### config.mk
export PLATFORM = sky130hd
export DESIGN_NAME = async_fifo_reader
export DESIGN_NICKNAME = d
export VERILOG_FILES = /design/src/rtl/async_fifo_reader.sv
export SDC_FILE = /design/constraint.sdc
export NUM_CORES = 1
export LEC_CHECK = 0
export CORE_UTILIZATION = 40
export DETAILED_ROUTE_END_ITERATION = 6
export GPL_TIMING_DRIVEN = 1
export PLACE_DENSITY = 0.66
export SYNTH_ARGS = -nofsm -noshare
export SYNTH_HDL_FRONTEND = slang
export SYNTH_SLANG_ARGS = --single-unit
### constraint.sdc
create_clock -name rclk -period 3.59 [get_ports rclk]
set_clock_uncertainty 0.15 [all_clocks]
set_input_delay 0.359 -clock rclk [delete_from_list [all_inputs] [get_ports rclk]]
set_output_delay 0.359 -clock rclk [all_outputs]
set_load 0.01 [all_outputs]
### src/rtl/async_fifo_reader.sv
// Read-side FIFO consumer: 2-entry skid buffer, valid/ready stream framed into PKT_LEN-beat packets.
// Pop-to-m_valid latency 1 cycle; stops popping at occ=2; FIFO_READER_STATS_EN adds stall/starve counters.
module async_fifo_reader #(
  parameter int DW      = 16,
  parameter int PKT_LEN = 8,
  parameter int CNT_W   = 16
) (
  input  logic             rclk,
  input  logic             rrst_n,
  input  logic             enable,
  input  logic             flush,
  input  logic             fifo_rempty,
  input  logic [DW-1:0]    fifo_rdata,
  output logic             fifo_rd,
  output logic             m_valid,
  output logic [DW-1:0]    m_data,
  output logic             m_last,
  input  logic             m_ready,
  output logic [CNT_W-1:0] words_out
`ifdef FIFO_READER_STATS_EN
  ,
  output logic [15:0]      stall_cnt,
  output logic [15:0]      starve_cnt
`endif
);

  localparam int BW = (PKT_LEN > 1) ? $clog2(PKT_LEN) : 1;
  localparam logic [BW-1:0] LAST_BEAT = BW'(PKT_LEN - 1);

  typedef enum logic {STARTUP, RUN} state_t;

  state_t           state_q, state_d;
  logic [1:0]       occ_q, occ_d;
  logic [DW-1:0]    buf0_q, buf0_d;
  logic [DW-1:0]    buf1_q, buf1_d;
  logic [BW-1:0]    beat_q, beat_d;
  logic [CNT_W-1:0] words_q, words_d;
  logic             push;
  logic             pop;

  // buf0 is always the head; buf1 only holds a word while occ=2
  always_comb begin
    push    = (state_q == RUN) & enable & ~flush & ~fifo_rempty & (occ_q != 2'd2);
    pop     = (occ_q != 2'd0) & m_ready;
    state_d = RUN;
    occ_d   = occ_q;
    buf0_d  = buf0_q;
    buf1_d  = buf1_q;
    beat_d  = beat_q;
    words_d = words_q;

    case ({push, pop})
      2'b10: begin
        if (occ_q == 2'd0) buf0_d = fifo_rdata;
        else               buf1_d = fifo_rdata;
        occ_d = occ_q + 2'd1;
      end
      2'b01: begin
        buf0_d = buf1_q;
        occ_d  = occ_q - 2'd1;
      end
      2'b11: buf0_d = fifo_rdata;
      default: ;
    endcase

    if (pop) begin
      beat_d  = (beat_q == LAST_BEAT) ? '0 : beat_q + BW'(1);
      words_d = words_q + CNT_W'(1);
    end

    // a beat taken during flush still counts in words_out, but framing restarts
    if (flush) begin
      occ_d  = 2'd0;
      beat_d = '0;
    end
  end

  always_ff @(posedge rclk or negedge rrst_n) begin
    if (!rrst_n) begin
      state_q <= STARTUP;
      occ_q   <= 2'd0;
      buf0_q  <= '0;
      buf1_q  <= '0;
      beat_q  <= '0;
      words_q <= '0;
    end else begin
      state_q <= state_d;
      occ_q   <= occ_d;
      buf0_q  <= buf0_d;
      buf1_q  <= buf1_d;
      beat_q  <= beat_d;
      words_q <= words_d;
    end
  end

  assign fifo_rd   = push;
  assign m_valid   = (occ_q != 2'd0);
  assign m_data    = buf0_q;
  assign m_last    = m_valid & (beat_q == LAST_BEAT);
  assign words_out = words_q;

`ifdef FIFO_READER_STATS_EN
  logic [15:0] stall_q, stall_d;
  logic [15:0] starve_q, starve_d;

  always_comb begin
    stall_d  = stall_q;
    starve_d = starve_q;
    if (m_valid && !m_ready && stall_q != 16'hFFFF)
      stall_d = stall_q + 16'd1;
    if (state_q == RUN && enable && occ_q == 2'd0 && fifo_rempty && starve_q != 16'hFFFF)
      starve_d = starve_q + 16'd1;
    if (flush) begin
      stall_d  = 16'd0;
      starve_d = 16'd0;
    end
  end

  always_ff @(posedge rclk or negedge rrst_n) begin
    if (!rrst_n) begin
      stall_q  <= 16'd0;
      starve_q <= 16'd0;
    end else begin
      stall_q  <= stall_d;
      starve_q <= starve_d;
    end
  end

  assign stall_cnt  = stall_q;
  assign starve_cnt = starve_q;
`endif

endmodule

==> run summary <==
* crit-path max cell delay: 570 ps
* global route overflow: 0
* number of buffers between clock root and the deepest sink: 2
* routed wire length: 4.52 mm
* Period Utilization, post-route: 69.0%
* Critical Path AT: 1970 ps
* total clock sinks: 54
* number of port buffers: 56
* power density over the cells: 468 nW/um2
* maximum number of pins on one net before global-route repair: 36
* first-pass GRT wire length: 7.67 mm
* vertical extent of the die: 78.5 um
* Synth Register Bits: 54
* most used standard cell by instance count after synthesis: sky130_fd_sc_hd__dfrtp_1
* number of global-route vias before repair: 1546
* cells taking the most area after synthesis: sky130_fd_sc_hd__dfrtp_1 (58%), sky130_fd_sc_hd__mux2_2 (7.7%), sky130_fd_sc_hd__nor2_1 (6.4%)
* total die area: 6160 um2
* ranking of synthesized cells by instance count: sky130_fd_sc_hd__dfrtp_1 (54), sky130_fd_sc_hd__nor2_1 (40), sky130_fd_sc_hd__mux2_2 (16), sky130_fd_sc_hd__o22ai_1 (16), sky130_fd_sc_hd__nand2_1 (13)
* post-synth top area share: 57.7%
* net count after synthesis: 229
* number of detailed-route iterations in the first pass: 4
* TritonCTS buffer count: 5
* peak supply drop: 252 uV
* final weighted congestion in routability-driven placement: 0.745
* Highest Clock Rate: 0.404 GHz
* proportion of power drawn by flip-flops and latches: 53.6%
* via count: 1653
* critical path class: in2out
* simple logic cell fraction of the synthesized area: 14.2%
* remaining antenna violation count after routing: 0
* Layout Area Growth over Synthesis: 28.9%
* placed instance count: 325
* cell area after placement: 2930 um2
* share of total power consumed by net switching: 26.5%
* setup fix buffers added after clock tree synthesis: 0
* Initial Utilization: 42.0%
* critical path, cell by cell: clkdlybuf4s50_1 -> nand3b_2 -> nor3_1 -> clkdlybuf4s50_1
* critical register-to-register path startpoint: occ_q[1]
* largest family of logic cells by synthesized area: simple AND/OR/NAND/NOR gates
* Hold-fix buffers, CTS: 0
* number of rows in the core area: 27
* TritonCTS clock tree: done
* Setup TNS Final: 0 ps
* Clock Pin Slew Worst Setup and Hold Paths: 90 ps
* final setup fails: 0
* DP Wirelength: 3.12 mm
* later-pin clock latency in the skew report: 300 ps
* total power: 1.41 mW
* number of flops mapped to enable cells by yosys: 0
* CP startpoint: fifo_rempty
* cell with the largest stage delay on the worst path: sky130_fd_sc_hd__clkdlybuf4s50_1
* cell-internal power: 1.04 mW
* critical path's most frequent cell: sky130_fd_sc_hd__clkdlybuf4s50_1
* leakage power total: 1.37 nW
* outcome: complete, but fails checks
* sequential area share after synthesis: 57.7%
* required arrival time at the worst endpoint: 3080 ps
* post-synthesis async set-or-reset flop share: 100%
* Avg Inst Size Synth: 11.5 um2
* violated checks: hold timing
* Clock Tree Root: sky130_fd_sc_hd__clkbuf_8
* area share of fa/ha/maj cells after synthesis: 1.60%
* post-route cell area: 3020 um2
* share of layout cells above drive strength 1: 12.4%
* number of distinct library cells after synthesis: 35
* floorplan core area: 5570 um2
* tightest hold margin: -21.4 ps
* Residual DRC: 0
* Yosys warning total: 0
* Period minus WS final: 2480 ps
* XOR/XNOR share of the synthesized area: 5.61%
* maximum fanout along the worst path: 9
* final routed wire length divided by cell count: 13.7 um
* Netlist Area Pre-Place: 2340 um2
* unrepaired setup endpoints after global routing: no
* count of placed standard cells in the final layout, fillers left out: 331
* library cell with the largest summed area after synthesis: sky130_fd_sc_hd__dfrtp_1
* kind of launch point of the worst setup path: input port
* fraction of synthesized area in multiplexers: 8.12%
* synthesized-area fraction occupied by ao, oa, aoi and oai cells: 9.67%
* Top Ports: 57
* element type at the critical path end: primary output
* core utilization of the finished layout: 54.1%
* final hold violation count: 22
* per-cell via count in the routed design: 4.99
* number of gates resized after CTS: 0
* Max Cap Viol: 0
* part of the power in the clock network: 23.2%
* net total in the final layout: 285
* worst min-delay path class: in2async
* predominant post-synthesis flop cell: sky130_fd_sc_hd__dfrtp_1
* cells after synthesis: 204
* maximum level of the CTS H-tree: 2
* antenna violations before repair: 0
* Logic pwr share: 23.2%
* count of antenna diodes in the layout: 0
* slew at the pin with the worst max-slew slack: 778 ps
* global-route usage over all layers: 16.0%
* width of the die: 78.5 um
* worst slew margin relative to its limit: 48.1%
* net switching power: 0.373 mW
* DRC marker count from the first detailed-route iteration: 96
* final max-slew violation count: 0
==> stage by stage <==
| step | hold slack, ps | worst slack, ps |
|---|---|---|
| after floorplan | -86.6 | 1830 |
| after global placement | 307 | 1130 |
| after detailed placement | 312 | 1100 |
| after CTS | 12.8 | 1100 |
| after global routing | 53.3 | 999 |
| final | -21.4 | 1110 |
==> logic make-up after synthesis <==
kind of cell	Yosys count
compound gates	31
simple gates	73
xor+xnor	15
buf+inv	10
other cells	1
fa+ha+maj	3
mux	17
flops	54
==> worst paths after layout <==
path | end | slack (ps) | cells past startpoint
setup / recovery | fifo_rd | 1110 | 4
hold / removal | beat_q[2] | -20 | 1
max in group asynchronous | words_out[11] | 2550 | 2
hold reg to reg | words_out[15] | 320 | 1
setup reg to reg | m_data[12] | 1470 | 4
min in group rclk | words_out[15] | 320 | 1
==> cell usage in the layout, fill, tap and decap left out, types with 2 or more instances in the layout <==
| cell | instances |
|---|---|
| sky130_fd_sc_hd__a21oi_1 | 6 |
| sky130_fd_sc_hd__and3_1 | 2 |
| sky130_fd_sc_hd__and4_1 | 2 |
| sky130_fd_sc_hd__clkbuf_8 | 6 |
| sky130_fd_sc_hd__clkdlybuf4s50_1 | 55 |
| sky130_fd_sc_hd__dfrtp_1 | 54 |
| sky130_fd_sc_hd__ha_1 | 3 |
| sky130_fd_sc_hd__inv_1 | 2 |
| sky130_fd_sc_hd__mux2_2 | 16 |
| sky130_fd_sc_hd__nand2_1 | 13 |
| sky130_fd_sc_hd__nand4_1 | 4 |
| sky130_fd_sc_hd__nor2_1 | 40 |
| sky130_fd_sc_hd__nor3_1 | 3 |
| sky130_fd_sc_hd__nor4_1 | 2 |
| sky130_fd_sc_hd__o211ai_1 | 2 |
| sky130_fd_sc_hd__o22ai_1 | 16 |
| sky130_fd_sc_hd__o31ai_4 | 2 |
| sky130_fd_sc_hd__xnor2_1 | 11 |
| sky130_fd_sc_hd__xor2_1 | 4 |
==> registers in the layout, summed over array words and instances (netlist names) <==
| register | flops |
|---|---|
| beat_q | 3 |
| occ_q | 2 |
| buf1_q | 16 |
| m_data | 16 |
| state_q | 1 |
| words_out | 16 |
==> power by group through the flow <==
stage	Clock (mW)	Combinational, mW	Sequential [mW]
2_1_floorplan	0	0.110	0.791
3_3_place_gp	0	0.328	0.766
3_5_place_dp	0	0.332	0.768
4_1_cts	0.339	0.333	0.757
5_1_grt	0.366	0.358	0.766
6_report	0.327	0.328	0.756
==> layer usage <==
layer  wire (um)  part of all wire [%]  vias to the layer above  track usage, %
met5           0                     0                        -               0
met4          34                  0.75                        0            5.56
met3         243                   5.4                        2            4.19
met2        1980                    44                       45            22.7
met1        2260                    50                      787            23.5
li1            -                     -                      819               -
==> final cells by class <==
class                      count  area, um2
fill                         521       2560
inverter                       2       7.51
timing repair buffer          57        563
tap                           72       90.1
clock buffer                   6       82.6
sequential                    54       1350
multi-input combinational    140        922
==> critical path, delay by kind of cell <==
| family | cells | cell delay [ps] |
|---|---|---|
| buffers and inverters | 2 | 980 |
| and+or+nand+nor | 2 | 630 |
No activity file was read; power rests on OpenSTA's default activity.
